$ cat src/rtl/vga_timing_gen_pkg.sv
// rtl/vga_timing_gen_pkg.sv - shared types, timing presets and width helpers for the VGA timing generator
// Contents:
//   vga_axis_t / vga_timing_t : active/front-porch/sync/back-porch per axis
//   VGA_640x480_60            : default 640x480@60 timing
//   vga_ctl_t                 : de/hs/vs activity flags carried down the delay pipe
//   rgb_t                     : widest {r,g,b} triple
//   cnt_w / axis_total        : counter width and line/frame length helpers
package vga_timing_gen_pkg;

  typedef struct packed {
    logic [15:0] active;
    logic [15:0] fp;
    logic [15:0] sync;
    logic [15:0] bp;
  } vga_axis_t;

  typedef struct packed {
    vga_axis_t h;
    vga_axis_t v;
  } vga_timing_t;

  localparam vga_timing_t VGA_640x480_60 = '{
    h: '{active: 16'd640, fp: 16'd16, sync: 16'd96, bp: 16'd48},
    v: '{active: 16'd480, fp: 16'd10, sync: 16'd2,  bp: 16'd33}
  };

  // Flags are carried as "active" (polarity-free); polarity is applied at the pins.
  typedef struct packed {
    logic de;
    logic hs;
    logic vs;
  } vga_ctl_t;

  localparam int MAX_COLOR_W = 8;

  typedef struct packed {
    logic [MAX_COLOR_W-1:0] r;
    logic [MAX_COLOR_W-1:0] g;
    logic [MAX_COLOR_W-1:0] b;
  } rgb_t;

  function automatic int axis_total(input int active, input int fp, input int sync, input int bp);
    return active + fp + sync + bp;
  endfunction

  function automatic int cnt_w(input int total);
    return (total <= 2) ? 1 : $clog2(total);
  endfunction

endpackage

$ cat src/rtl/vga_timing_gen_if.sv
// rtl/vga_timing_gen_if.sv - pixel request / colour / VGA pin bundle between line buffer, generator and pins
// Signals: color_in {r,g,b}; pix_x, pix_y, pix_req (undelayed coordinates); vga_r/g/b, vga_hs,
//   vga_vs, vga_de (registered pins); next_line, frame_start (undelayed pulses).
// Modports: master = timing generator, slave = pixel source / pin consumer.
interface vga_timing_gen_if #(
  parameter int X_W     = 10,
  parameter int Y_W     = 10,
  parameter int COLOR_W = 4
);
  logic [3*COLOR_W-1:0] color_in;
  logic [X_W-1:0]       pix_x;
  logic [Y_W-1:0]       pix_y;
  logic                 pix_req;
  logic [COLOR_W-1:0]   vga_r;
  logic [COLOR_W-1:0]   vga_g;
  logic [COLOR_W-1:0]   vga_b;
  logic                 vga_hs;
  logic                 vga_vs;
  logic                 vga_de;
  logic                 next_line;
  logic                 frame_start;

  modport master (
    input  color_in,
    output pix_x, pix_y, pix_req, vga_r, vga_g, vga_b,
           vga_hs, vga_vs, vga_de, next_line, frame_start
  );

  modport slave (
    output color_in,
    input  pix_x, pix_y, pix_req, vga_r, vga_g, vga_b,
           vga_hs, vga_vs, vga_de, next_line, frame_start
  );
endinterface

$ cat src/rtl/vga_timing_gen_axis_counter.sv
// rtl/vga_timing_gen_axis_counter.sv - one raster axis: wrapping position counter plus region flags
// Ports: clk, rst (sync active-high), en (advance one position);
//   cnt (position), last (cnt==TOTAL-1), active (cnt<ACTIVE), sync (inside sync pulse),
//   next_active (the position after this one, modulo TOTAL, is visible).
module vga_timing_gen_axis_counter
  import vga_timing_gen_pkg::*;
#(
  parameter int ACTIVE = 640,
  parameter int FP     = 16,
  parameter int SYNC   = 96,
  parameter int BP     = 48,
  parameter int W      = cnt_w(axis_total(ACTIVE, FP, SYNC, BP))
) (
  input  logic         clk,
  input  logic         rst,
  input  logic         en,
  output logic [W-1:0] cnt,
  output logic         last,
  output logic         active,
  output logic         sync,
  output logic         next_active
);
  localparam int TOTAL = axis_total(ACTIVE, FP, SYNC, BP);
  localparam logic [W-1:0] LAST_C  = W'(TOTAL - 1);
  localparam logic [W-1:0] ACT_C   = W'(ACTIVE);
  localparam logic [W-1:0] SYNC_LO = W'(ACTIVE + FP);
  localparam logic [W-1:0] SYNC_HI = W'(ACTIVE + FP + SYNC);
  localparam logic [W-1:0] ONE     = W'(1);

  always_ff @(posedge clk) begin
    if (rst) begin
      cnt <= '0;
    end else if (en) begin
      cnt <= last ? '0 : cnt + ONE;
    end
  end

  assign last   = (cnt == LAST_C);
  assign active = (cnt < ACT_C);
  assign sync   = (cnt >= SYNC_LO) && (cnt < SYNC_HI);
  // On the last position the successor is 0, which is always visible (ACTIVE>0);
  // otherwise cnt+1 cannot overflow because cnt < TOTAL-1.
  assign next_active = last ? 1'b1 : ((cnt + ONE) < ACT_C);
endmodule

$ cat src/rtl/vga_timing_gen.sv
// rtl/vga_timing_gen.sv - parametrised VGA raster/timing generator with delayed sync/de/rgb outputs
// Ports: CLK25MHZ (pixel clock), ck_rst (sync active-high reset), bus (vga_timing_gen_if.master):
//   color_in in; pix_x/pix_y/pix_req, next_line, frame_start undelayed; vga_r/g/b/hs/vs/de
//   registered and mutually aligned, PIPE_LAT+1 cycles after the matching pix_x/pix_y.
// Build option: define VGA_TEST_PATTERN_EN to replace color_in by 8 vertical colour bars.
module vga_timing_gen
  import vga_timing_gen_pkg::*;
#(
  parameter int H_ACTIVE = int'(VGA_640x480_60.h.active),
  parameter int H_FP     = int'(VGA_640x480_60.h.fp),
  parameter int H_SYNC   = int'(VGA_640x480_60.h.sync),
  parameter int H_BP     = int'(VGA_640x480_60.h.bp),
  parameter int V_ACTIVE = int'(VGA_640x480_60.v.active),
  parameter int V_FP     = int'(VGA_640x480_60.v.fp),
  parameter int V_SYNC   = int'(VGA_640x480_60.v.sync),
  parameter int V_BP     = int'(VGA_640x480_60.v.bp),
  parameter int COLOR_W  = 4,
  parameter bit HS_POL   = 1'b0,
  parameter bit VS_POL   = 1'b0,
  parameter int PIPE_LAT = 1
) (
  input logic             CLK25MHZ,
  input logic             ck_rst,
  vga_timing_gen_if.master bus
);
  localparam int H_TOTAL = axis_total(H_ACTIVE, H_FP, H_SYNC, H_BP);
  localparam int V_TOTAL = axis_total(V_ACTIVE, V_FP, V_SYNC, V_BP);
  localparam int X_W     = cnt_w(H_TOTAL);
  localparam int Y_W     = cnt_w(V_TOTAL);
  localparam int SR_N    = (PIPE_LAT > 0) ? PIPE_LAT : 1;

  generate
    if (H_ACTIVE <= 0 || H_FP <= 0 || H_SYNC <= 0 || H_BP <= 0 ||
        V_ACTIVE <= 0 || V_FP <= 0 || V_SYNC <= 0 || V_BP <= 0) begin : g_bad_timing
      $error("vga_timing_gen: every timing parameter must be > 0");
    end
    if (PIPE_LAT < 0 || PIPE_LAT > 4) begin : g_bad_lat
      $error("vga_timing_gen: PIPE_LAT must be 0..4");
    end
    if (COLOR_W < 1 || COLOR_W > 8) begin : g_bad_color
      $error("vga_timing_gen: COLOR_W must be 1..8");
    end
  endgenerate

  logic [X_W-1:0] h_cnt;
  logic [Y_W-1:0] v_cnt;
  logic h_last, h_act, h_sync, h_next_act;
  logic v_last, v_act, v_sync, v_next_act;

  vga_timing_gen_axis_counter #(
    .ACTIVE(H_ACTIVE), .FP(H_FP), .SYNC(H_SYNC), .BP(H_BP), .W(X_W)
  ) u_h_cnt (
    .clk(CLK25MHZ), .rst(ck_rst), .en(1'b1),
    .cnt(h_cnt), .last(h_last), .active(h_act), .sync(h_sync), .next_active(h_next_act)
  );

  // The vertical axis advances once per line, on the horizontal wrap.
  vga_timing_gen_axis_counter #(
    .ACTIVE(V_ACTIVE), .FP(V_FP), .SYNC(V_SYNC), .BP(V_BP), .W(Y_W)
  ) u_v_cnt (
    .clk(CLK25MHZ), .rst(ck_rst), .en(h_last),
    .cnt(v_cnt), .last(v_last), .active(v_act), .sync(v_sync), .next_active(v_next_act)
  );

  assign bus.pix_x   = h_cnt;
  assign bus.pix_y   = v_cnt;
  assign bus.pix_req = h_act & v_act;

  // Pulses are masked while reset is held so the first one appears on the first free cycle.
  assign bus.frame_start = (h_cnt == '0) && (v_cnt == '0) && !ck_rst;
  assign bus.next_line   = (h_cnt == X_W'(H_ACTIVE)) && v_next_act && !ck_rst;

  vga_ctl_t ctl_raw;
  vga_ctl_t ctl_d;
  assign ctl_raw = '{de: h_act & v_act, hs: h_sync, vs: v_sync};

`ifdef VGA_TEST_PATTERN_EN
  // Bar index travels with the control flags so the pattern keeps the same alignment.
  localparam int PW = 6;
  logic [31:0]          bar_full;
  logic [2:0]           bar_d;
  logic [3*COLOR_W-1:0] rgb_src;
  logic [PW-1:0]        stage_in;
  logic                 unused_pattern;
  assign bar_full = (32'(h_cnt) * 32'd8) / 32'(H_ACTIVE);
  assign stage_in = {ctl_raw, bar_full[2:0]};
  assign rgb_src  = {{COLOR_W{bar_d[2]}}, {COLOR_W{bar_d[1]}}, {COLOR_W{bar_d[0]}}};
  assign unused_pattern = ^{bar_full[31:3], bus.color_in};
`else
  localparam int PW = 3;
  logic [3*COLOR_W-1:0] rgb_src;
  logic [PW-1:0]        stage_in;
  assign stage_in = ctl_raw;
  assign rgb_src  = bus.color_in;
`endif

  logic [PW-1:0] sr [SR_N];
  logic [PW-1:0] stage_out;

  // All-zero entries mean "blank, no sync", so a flushed pipe emits idle timing.
  always_ff @(posedge CLK25MHZ) begin
    if (ck_rst) begin
      for (int i = 0; i < SR_N; i++) sr[i] <= '0;
    end else begin
      sr[0] <= stage_in;
      for (int i = 1; i < SR_N; i++) sr[i] <= sr[i-1];
    end
  end

  assign stage_out = (PIPE_LAT == 0) ? stage_in : sr[SR_N-1];
  assign ctl_d     = vga_ctl_t'(stage_out[PW-1 -: 3]);
`ifdef VGA_TEST_PATTERN_EN
  assign bar_d     = stage_out[2:0];
`endif

  always_ff @(posedge CLK25MHZ) begin
    if (ck_rst) begin
      {bus.vga_r, bus.vga_g, bus.vga_b} <= '0;
      bus.vga_de <= 1'b0;
      bus.vga_hs <= ~HS_POL;
      bus.vga_vs <= ~VS_POL;
    end else begin
      {bus.vga_r, bus.vga_g, bus.vga_b} <= ctl_d.de ? rgb_src : '0;
      bus.vga_de <= ctl_d.de;
      bus.vga_hs <= ctl_d.hs ? HS_POL : ~HS_POL;
      bus.vga_vs <= ctl_d.vs ? VS_POL : ~VS_POL;
    end
  end

  logic unused_flags;
  assign unused_flags = ^{h_next_act, v_last};
endmodule

$ cat src/flat_wrapper.sv
// flat-port wrapper written by rule: the top's interface ports become plain ports
module vga_timing_gen_flat import vga_timing_gen_pkg::*;
#(
  parameter int H_ACTIVE = int'(VGA_640x480_60.h.active),
  parameter int H_FP     = int'(VGA_640x480_60.h.fp),
  parameter int H_SYNC   = int'(VGA_640x480_60.h.sync),
  parameter int H_BP     = int'(VGA_640x480_60.h.bp),
  parameter int V_ACTIVE = int'(VGA_640x480_60.v.active),
  parameter int V_FP     = int'(VGA_640x480_60.v.fp),
  parameter int V_SYNC   = int'(VGA_640x480_60.v.sync),
  parameter int V_BP     = int'(VGA_640x480_60.v.bp),
  parameter int COLOR_W  = 4,
  parameter bit HS_POL   = 1'b0,
  parameter bit VS_POL   = 1'b0,
  parameter int PIPE_LAT = 1
)
  (CLK25MHZ, ck_rst, bus_color_in, bus_pix_x, bus_pix_y, bus_pix_req, bus_vga_r, bus_vga_g, bus_vga_b, bus_vga_hs, bus_vga_vs, bus_vga_de, bus_next_line, bus_frame_start);
  vga_timing_gen_if #(.X_W(4), .Y_W(3), .COLOR_W(COLOR_W)) bus_i ();
  input logic CLK25MHZ;
  input logic ck_rst;
  input wire logic [$bits(bus_i.color_in)-1:0] bus_color_in;
  output wire logic [$bits(bus_i.pix_x)-1:0] bus_pix_x;
  output wire logic [$bits(bus_i.pix_y)-1:0] bus_pix_y;
  output wire logic [$bits(bus_i.pix_req)-1:0] bus_pix_req;
  output wire logic [$bits(bus_i.vga_r)-1:0] bus_vga_r;
  output wire logic [$bits(bus_i.vga_g)-1:0] bus_vga_g;
  output wire logic [$bits(bus_i.vga_b)-1:0] bus_vga_b;
  output wire logic [$bits(bus_i.vga_hs)-1:0] bus_vga_hs;
  output wire logic [$bits(bus_i.vga_vs)-1:0] bus_vga_vs;
  output wire logic [$bits(bus_i.vga_de)-1:0] bus_vga_de;
  output wire logic [$bits(bus_i.next_line)-1:0] bus_next_line;
  output wire logic [$bits(bus_i.frame_start)-1:0] bus_frame_start;
  assign bus_i.color_in = bus_color_in;
  assign bus_pix_x = bus_i.pix_x;
  assign bus_pix_y = bus_i.pix_y;
  assign bus_pix_req = bus_i.pix_req;
  assign bus_vga_r = bus_i.vga_r;
  assign bus_vga_g = bus_i.vga_g;
  assign bus_vga_b = bus_i.vga_b;
  assign bus_vga_hs = bus_i.vga_hs;
  assign bus_vga_vs = bus_i.vga_vs;
  assign bus_vga_de = bus_i.vga_de;
  assign bus_next_line = bus_i.next_line;
  assign bus_frame_start = bus_i.frame_start;
  vga_timing_gen #(.H_ACTIVE(H_ACTIVE), .H_FP(H_FP), .H_SYNC(H_SYNC), .H_BP(H_BP), .V_ACTIVE(V_ACTIVE), .V_FP(V_FP), .V_SYNC(V_SYNC), .V_BP(V_BP), .COLOR_W(COLOR_W), .HS_POL(HS_POL), .VS_POL(VS_POL), .PIPE_LAT(PIPE_LAT)) u_core (.CLK25MHZ(CLK25MHZ), .ck_rst(ck_rst), .bus(bus_i));
endmodule
$ cat config.mk
export PLATFORM = sky130hd
export DESIGN_NAME = vga_timing_gen_flat
export DESIGN_NICKNAME = d
export VERILOG_FILES = /design/src/rtl/vga_timing_gen_pkg.sv /design/src/rtl/vga_timing_gen_if.sv /design/src/rtl/vga_timing_gen_axis_counter.sv /design/src/rtl/vga_timing_gen.sv /design/src/flat_wrapper.sv
export SDC_FILE = /design/constraint.sdc
export NUM_CORES = 1
export LEC_CHECK = 0
export BUFFER_PORTS_ARGS = -buffer_cell sky130_fd_sc_hd__buf_2
export CAP_MARGIN = 20
export CELL_PAD_IN_SITES_DETAIL_PLACEMENT = 1
export CELL_PAD_IN_SITES_GLOBAL_PLACEMENT = 2
export CORE_ASPECT_RATIO = 1.4
export CORE_UTILIZATION = 31
export CTS_CLUSTER_SIZE = 12
export DETAILED_ROUTE_END_ITERATION = 6
export HOLD_SLACK_MARGIN = 0.05
export PLACE_DENSITY = 0.83
export SETUP_SLACK_MARGIN = 0.4
export SYNTH_ARGS = -nofsm -noshare
export SYNTH_HDL_FRONTEND = slang
export SYNTH_SLANG_ARGS = --single-unit
$ cat constraint.sdc
create_clock -name CLK25MHZ -period 2.8 [get_ports CLK25MHZ]
set_clock_uncertainty 0.2 [all_clocks]
set_input_delay 0.56 -clock CLK25MHZ [delete_from_list [all_inputs] [get_ports CLK25MHZ]]
set_output_delay 0.56 -clock CLK25MHZ [all_outputs]
set_load 0.1 [all_outputs]
After elaboration in Yosys (flattened, before gate mapping)

Memories as Yosys holds them, arrays and structs flattened.
Index checks and enable logic that the tools add are counted.

Add/subtract/negate cells: 2
$lt $le $gt $ge: 7
Equal/unequal tests: 3
Muxes and demuxes: 9
Bitwise operators: 2
Reductions and logical operators: 12

Operators with widths:

| operator                | count |
|---|---|
| $eq A10 B10 Y1 const B  | 3 |
| $lt A10 B9 Y1 const B   | 3 |
| $add A10 B1 Y10 const B | 2 |
| $logic_not A10 Y1       | 2 |
| $lt A10 B10 Y1 const B  | 2 |
| $ge A10 B10 Y1 const B  | 1 |
| $ge A10 B9 Y1 const B   | 1 |
| $mux W10                | 1 |
| $mux W1                 | 7 |
| $logic_and A1 B1 Y1     | 6 |
| $reduce_or A2 Y1        | 2 |
| $mux W3                 | 1 |
| $reduce_or A3 Y1        | 1 |
| $and A1 B1 Y1           | 1 |
| $logic_not A1 Y1        | 1 |
| $not A1 Y1              | 1 |

Bits in registers: 35
Bits in writable memories: 3
Input bits: 14
Word-level logic and storage cells: 44
Memories: 1

Memory list:

| memory    | depth | bits a word | read ports | clocked after Yosys merged registers in | write ports | line                 | RTL |
|---|---|---|---|---|---|---|---|
| u_core.sr | 1     | 3           | 1          | 0                                       | 1           | vga_timing_gen.sv:97 | `logic [PW-1:0] sr [SR_N];` |

Logic depth before layout (Yosys ltp)

Gate-level depths: netlist of the first run.

Word-level depth: 5
Depth in mapped cells: 7
Mapped depth without buffers: 7

Hierarchy

A second synthesis of the first run with hierarchy kept.

Cell total of the unflattened synthesis: 216
Area total of the unflattened synthesis: 1858.0 sq um

By module, submodules not included:

| module                                        | instances | cells each | area an instance (sq um) | sequential area each (sq um) |
|---|---|---|---|---|
| vga_timing_gen_axis_counter at u_core.u_h_cnt | 1         | 82         | 663.1                    | 200.2 |
| vga_timing_gen_axis_counter at u_core.u_v_cnt | 1         | 84         | 634.4                    | 200.2 |
| vga_timing_gen                                | 1         | 50         | 560.5                    | 360.3 |

Worst setup path before layout of the first run

Ideal clock, no wire load.

Path kind: register to output
From: register u_core.u_v_cnt.cnt[0]
To: output port bus_frame_start
Arrival time: 3861 ps
Required time: 2040 ps
Setup slack: -1821 ps
Stages on the path, launching flop included: 6
Buffers on the path: 0
Cell sequence: dfxtp_1 -> inv_1 -> ha_1 -> nor2b_1 -> nand3_1 -> nor4_1

Longest elaborated chain between the ends: 3

Ends and longest elaborated chain:

| what                             | line                              | RTL |
|---|---|---|
| from (decl)                      | vga_timing_gen_axis_counter.sv:17 | `output logic [W-1:0] cnt,` |
| from (signal assigned)           | vga_timing_gen_axis_counter.sv:34 | `cnt <= last ? '0 : cnt + ONE;` |
| $logic_not A10 Y1                | vga_timing_gen.sv:70              | `assign bus.frame_start = (h_cnt == '0) && (v_cnt == '0) && !ck_rst;` |
| $logic_and A1 B1 Y1 (2 in a row) | vga_timing_gen.sv:70              |  |
| to (decl)                        | flat_wrapper.sv:32                | `output wire logic [$bits(bus_i.frame_start)-1:0] bus_frame_start;` |

Every way passes these cells.

Final worst setup path of the first run

From: register u_core.u_v_cnt.cnt[8]
To: output port bus_next_line

Longest elaborated chain between the ends: 5
Elaborated cells between the ends (all ways): 6
Those cells by class: add/sub (1); order compare (1); eq/ne (1); mux (1); reduce/logical (2)

Ends and longest elaborated chain:

| what                                 | line                              | RTL |
|---|---|---|
| $add A10 B1 Y10                      | vga_timing_gen_axis_counter.sv:43 | `assign next_active = last ? 1'b1 : ((cnt + ONE) < ACT_C);` |
| $lt A10 B9 Y1                        | vga_timing_gen_axis_counter.sv:43 |  |
| $mux W1 (*)                          | vga_timing_gen_axis_counter.sv:43 |  |
| $logic_and A1 B1 Y1 (*) (2 in a row) | vga_timing_gen.sv:71              | `assign bus.next_line = (h_cnt == X_W'(H_ACTIVE)) && v_next_act && !ck_rst;` |
| to (decl)                            | flat_wrapper.sv:31                | `output wire logic [$bits(bus_i.next_line)-1:0] bus_next_line;` |

Mark *: on every way between the ends. The rest lies on a longest branch, timed or not.

==> flow_metrics.py, run 1 <==
metrics = {
    "outcome": {
        "status": "completed",
    },
    "layout": {
        "insertedDiodeCount": 0,
        "syn2layout_area_growth_pct": 35.2,
        "seq_area_um2": 798,
        "fin_util": 0.438,
        "drive_above_1_share": 0.439,
        "nNetsFinal": 245,
        "multi_input_area_um2": 908,
        "fillers": 607,
        "final_area_mm2": 0.00226,
    },
    "power_and_ir_drop": {
        "ir_drop_v": 0.000194,
        "p_per_area_mw_per_mm2": 492,
        "leakagePower_nw": 0.956,
    },
    "die": {
        "die_y_um": 88.8,
        "io_pins": 39,
        "die_w_um": 64.0,
        "coreArea_mm2": 0.00516,
        "die-area_mm2": 0.00569,
        "rows": 31,
        "initial_core_util": 0.324,
    },
    "timing": {
        "maxSlewViolCount": 0,
        "setup_tns_ns": 0,
        "max_freq_mhz": 377,
        "rsz0062_at_grt": "true",
        "relSlewSlack": 0.565,
        "timing.final.setup_violations": 0,
        "hold_viol": 0,
        "finalCriticalPeriod_ns": 2.66,
        "finalCritPeriodShare": 0.948,
        "worstMarginPinSlew_ns": 0.651,
        "hold_slack_ns": 0.181,
    },
    "grt": {
        "overflow": 0,
        "grt_pass1_vias": 1402,
        "antenna_found_initial": 0,
        "grtUsageTotal": 0.156,
        "grt_pass1_wl_um": 6660,
        "grt_max_degree": 14,
    },
    "placement": {
        "dpl.hpwl_um": 2880,
        "numPortBuffers": 38,
        "dpl_cell_area_mm2": 0.00194,
        "gp_congestion": 0.770,
    },
    "worst_setup_path": {
        "path_class": "flop to output pin",
        "critPathLaunchType": "flop",
        "required_ns": 2.04,
        "endpoint_kind": "output pin",
        "critical_path.max_stage_delay_ns": 0.39,
        "critPathArrivalTime_ns": 1.90,
        "path_cells": "nand4_1, or3_4, xor2_2, o31ai_2, a211oi_4, buf_12",
        "cp_slowest_cell": "or3_4",
        "critPathMaxFanout": 2,
    },
    "clock_network": {
        "cts_num_sinks": 38,
        "cts.htree.levels": 2,
        "clock_path_buffers": 2,
        "clkTransAtPathRegs_ns": 0.07,
        "root_buffer": "clkbuf_8",
        "numCtsBuffers": 5,
        "cts_tree": "built",
        "insertion_delay_ns": 0.29,
    },
    "detailed_routing": {
        "avgRoutedWirePerCell_um": 13.9,
        "dr.pass1.iters": 4,
        "first_iter_violations": 36,
        "final_antenna_net_count": 0,
        "drc": 0,
        "routed_wl_um": 4100,
        "vias": 1389,
        "via_per_inst": 4.72,
    },
    "flow_run": {
        "cap_violations": 0,
    },
    "logic_synthesis": {
        "synth_common_cells": "dfxtp_1, nor2_1, nand2_1",
        "synth_cell_types": 42,
        "ys_warn_count": 0,
        "synth_seq_cells": 38,
        "yosys.area.top_type": "dfxtp_1",
        "async_reset_ff_frac": 0,
        "netlist_area_mm2": 0.00167,
        "synth_ff_type": "dfxtp_1",
        "synth-seq-area-share": 0.456,
        "synth_top_area_frac": 0.456,
        "synth-edff-count": 0,
        "syn_inst": 178,
        "synth.most_common_cell": "dfxtp_1",
        "synth_area_leaders": "dfxtp_1, and2_1, xor2_1",
        "synth_fp_nets": 196,
        "syn_area_per_cell_um2": 9.38,
    },
    "min_path": {
        "hp-class": "flop to flop",
    },
}
area by class of cell:
cell class                      count  area share
Clock buffer                        6      0.0366
Clock inverter                      2     0.00554
Inverter                            6     0.00998
Multi-Input combinational cell    121       0.402
Timing Repair Buffer               55       0.155
Tap cell                           66      0.0366
Sequential cell                    38       0.354
worst max-delay path, delay by kind of cell (launching register included):
family / cells / cell delay [ns]
AND/OR/NAND/NOR: 2 / 0.51
AO/OA/AOI/OAI: 2 / 0.37
flip-flops: 1 / 0.35
buffers and inverters: 1 / 0.21
XOR/XNOR: 1 / 0.17
cell families (layout without fill, tap and decap cells):
family	Yosys count	count (layout)	synth area share
flops	38	38	0.456
mux	1	1	0.00899
buf+inv	19	69	0.0645
fa+ha+maj	4	4	0.0300
simple gates	88	88	0.304
xor+xnor	13	13	0.0682
compound gates	15	15	0.0690
timing repair:
action                                  in CTS  in global routing
hold buffers                                 0                  0
setup buffers                               15                  0
endpoints found under the setup margin       2                  3
resized for setup                           26                  7
pin swaps                                    7                  4
hold endpoints to repair                     0                  0
flip-flops by register name, summed over array words and instances (netlist names), 3 cells and up:
| register | cells |
|---|---|
| u_core.bus.vga_b | 4 |
| u_core.sr | 3 |
| u_core.bus.vga_g | 4 |
| u_core.bus.vga_r | 4 |
| u_core.u_h_cnt.cnt | 10 |
| u_core.u_v_cnt.cnt | 10 |
metal layers:
metal	part of all wire	track usage	wire, um	up-vias
met2	0.57	0.302	2330	17
met5	0	0	0	-
met1	0.39	0.157	1590	677
li1	-	-	-	685
met3	0.020	0.0296	82	10
met4	0.024	0.0764	100	0
worst paths after layout:
check                                to                  start  depth (start not counted)  slack, ns
hold reg to reg       u_core.bus.vga_hs        u_core.sr[0][1]                          1       0.18
hold / removal        u_core.bus.vga_hs        u_core.sr[0][1]                          1       0.18
setup / recovery          bus_next_line  u_core.u_v_cnt.cnt[8]                          6       0.14
setup reg to reg  u_core.u_v_cnt.cnt[6]  u_core.u_h_cnt.cnt[0]                          5       0.58
placed cells by master (no fill, tap or decap), types with 3 or more instances in the layout:
cell,Yosys,final
dfxtp_4,0,9
xor2_1,8,6
dfxtp_1,38,26
ha_1,4,3
xnor2_1,5,5
nand2_1,16,16
nand3_1,8,6
o21ai_1,3,3
nor3_1,4,4
inv_1,6,6
nor2_2,2,3
buf_4,7,17
and2_1,13,13
buf_2,2,35
dfxtp_2,0,3
nor2_1,18,17
clkbuf_8,0,6
where the power goes:
group          leakage (nW)  total [mW]  internal, mW  switching [mW]
Combinational         0.591       0.161        0.0376           0.123
Clock                0.0472       0.400         0.198           0.202
Sequential            0.318       0.550         0.544         0.00612
Total                 0.956        1.11         0.779           0.331
metrics by stage:
stage               worst slack [ns]  cells  power, mW
global route                  0.0410    294       1.15
global placement               0.237    271      0.727
floorplan                    -0.0669    178      0.697
finish                         0.145    294       1.11
detailed placement             0.165    271      0.728
CTS                            0.132    294       1.12
No activity file was read; power rests on OpenSTA's default activity.
==> run 2: changes to the inputs <==
--- a/config.mk
+++ b/config.mk
@@ -9,7 +9,7 @@
 export CAP_MARGIN = 20
 export CELL_PAD_IN_SITES_DETAIL_PLACEMENT = 1
 export CELL_PAD_IN_SITES_GLOBAL_PLACEMENT = 2
-export CORE_ASPECT_RATIO = 1.4
+export CORE_ASPECT_RATIO = 0.75
 export CORE_UTILIZATION = 31
 export CTS_CLUSTER_SIZE = 12
 export DETAILED_ROUTE_END_ITERATION = 6
==> flow_metrics.py, run 2 (synthesis gave the netlist of run 1 again) <==
metrics = {
    "timing": {
        "hold_viol": 0,
        "max_freq_mhz": 373,
        "finalCriticalPeriod_ns": 2.68,
        "hold_slack_ns": 0.178,
        "timing.final.setup_violations": 0,
        "maxSlewViolCount": 0,
        "worstMarginPinSlew_ns": 0.666,
        "fin_ws_ns": 0.119,
        "finalCritPeriodShare": 0.958,
        "relSlewSlack": 0.555,
        "rsz0062_at_grt": "true",
    },
    "placement": {
        "post-place-cells": 278,
        "dpl.hpwl_um": 2930,
        "gp_congestion": 0.770,
        "dpl_cell_area_mm2": 0.00195,
        "post-place-ws_ns": 0.157,
        "numPortBuffers": 38,
    },
    "grt": {
        "grtUsageTotal": 0.159,
        "grt_max_degree": 14,
        "overflow": 0,
        "antenna_found_initial": 0,
        "grt_pass1_vias": 1327,
        "grt_pass1_wl_um": 6840,
    },
    "power_and_ir_drop": {
        "p_per_area_mw_per_mm2": 519,
        "p_clk_frac": 0.387,
        "ir_drop_v": 0.000272,
        "internal_power_mw": 0.846,
        "pwr-share-comb": 0.138,
        "p_sw_mw": 0.312,
        "finalPower_mw": 1.16,
        "p_seq_frac": 0.475,
        "swShare": 0.269,
        "leakagePower_nw": 0.941,
    },
    "layout": {
        "drive_above_1_share": 0.397,
        "final_area_mm2": 0.00223,
        "insertedDiodeCount": 0,
        "seq_area_um2": 793,
        "nNetsFinal": 241,
        "syn2layout_area_growth_pct": 33.7,
        "final_common_cell": "buf_2",
        "layout_common_cells": "buf_2, dfxtp_1, nor2_1",
        "stdcell_count": 296,
        "fillers": 595,
        "multi_input_area_um2": 902,
        "reg_top3": "u_core.u_h_cnt.cnt x10, u_core.u_v_cnt.cnt x10",
    },
    "die": {
        "coreArea_mm2": 0.00504,
        "io_pins": 39,
        "initial_core_util": 0.331,
        "rows": 22,
        "die_y_um": 65.5,
        "die-area_mm2": 0.00568,
        "die_w_um": 86.7,
    },
    "worst_setup_path": {
        "r2r-end": "u_core.u_v_cnt.cnt[1]",
        "critPathArrivalTime_ns": 1.92,
        "critical_path.max_stage_delay_ns": 0.39,
        "critPathMaxFanout": 6,
        "required_ns": 2.04,
        "r2r_cells": 6,
        "reg2reg_from": "u_core.u_h_cnt.cnt[0]",
        "critPathLaunchType": "flop",
        "cp_slowest_cell": "dfxtp_4",
        "ff2ff_setup_slack_ns": 0.80,
        "path_cells": "nand3_1, or3_4, xor2_4, o31ai_2, a211oi_4, buf_12",
        "path_class": "flop to output pin",
        "endpoint_kind": "output pin",
    },
    "detailed_routing": {
        "drc": 0,
        "dr.pass1.iters": 3,
        "final_antenna_net_count": 0,
        "via_per_inst": 4.67,
        "first_iter_violations": 30,
        "vias": 1383,
        "routed_wl_um": 4160,
        "avgRoutedWirePerCell_um": 14.1,
    },
    "clock_network": {
        "root_buffer": "clkbuf_8",
        "clkTransAtPathRegs_ns": 0.07,
        "numCtsBuffers": 5,
        "cts.htree.levels": 2,
        "cts_tree": "built",
        "holdBufCountCts": 0,
        "cts_num_sinks": 38,
        "clock_path_buffers": 2,
        "insertion_delay_ns": 0.28,
    },
    "min_path": {
        "min_to": "u_core.bus.vga_vs",
        "whs_path_depth": 1,
        "hp-start": "u_core.sr[0][0]",
        "hp-class": "flop to flop",
    },
    "flow_run": {
        "cap_violations": 0,
    },
    "outcome": {
        "status": "completed",
    },
}
[run 2: cell types whose count changed in the layout (fill, tap and decap cells not counted), moves of 2 or more]
cell / change
dfxtp_1: +2
xor2_2: -2
clkbuf_1: +2
buf_4: -4
[run 2: how the worst max path moves through the flow]
stage / start / endpoint
floorplan: u_core.u_v_cnt.cnt[5] / bus_next_line
global placement: u_core.u_v_cnt.cnt[7] / bus_next_line
detailed placement: u_core.u_v_cnt.cnt[0] / bus_next_line
CTS: u_core.u_v_cnt.cnt[8] / bus_next_line
global route: u_core.u_v_cnt.cnt[4] / bus_next_line
finish: u_core.u_v_cnt.cnt[4] / bus_next_line
[run 2: metrics by stage]
step                      TNS, ns  utilization
after floorplan            -0.123            -
after global placement          0        0.388
after detailed placement        0        0.388
after CTS                       0        0.439
after global routing            0        0.443
final                           0        0.443
[run 2: timing repair]
item,4_1_cts,5_1_grt
endpoints found under the setup margin,2,2
setup buffers,10,0
pin swaps,6,1
resized for setup,24,3
gates cloned,0,0
[run 2: metal layers]
metal / vias up / wire (um) / part of all wire / track usage
li1: 686 / - / - / -
met1: 671 / 2070 / 0.50 / 0.221
met2: 24 / 1920 / 0.46 / 0.249
met3: 2 / 151 / 0.036 / 0.0389
met4: 0 / 17 / 0.0041 / 0.0313
met5: - / 0 / 0 / 0
[run 2: power groups by stage]
stage          sequential [mW]  clock, mW  combinational [mW]
3_3_place_gp             0.570          0               0.157
3_5_place_dp             0.571          0               0.159
6_report                 0.551      0.448               0.159
4_1_cts                  0.551      0.467               0.162
5_1_grt                  0.552      0.487               0.167
2_1_floorplan            0.627          0              0.0705
[run 2: final cells by class]
class | instances | area share
sequential | 38 | 0.355
inverter | 6 | 0.0101
clock buffer | 7 | 0.0342
tap | 72 | 0.0404
clock inverter | 1 | 0.0135
timing repair buffer | 51 | 0.142
multi-input combinational | 121 | 0.404
[run 2: critical path, delay by kind of cell, from the launching register on]
kind	cells	cell delay, ns
xor+xnor	1	0.17
compound gates	2	0.35
buf+inv	1	0.21
simple gates	2	0.51
flops	1	0.39
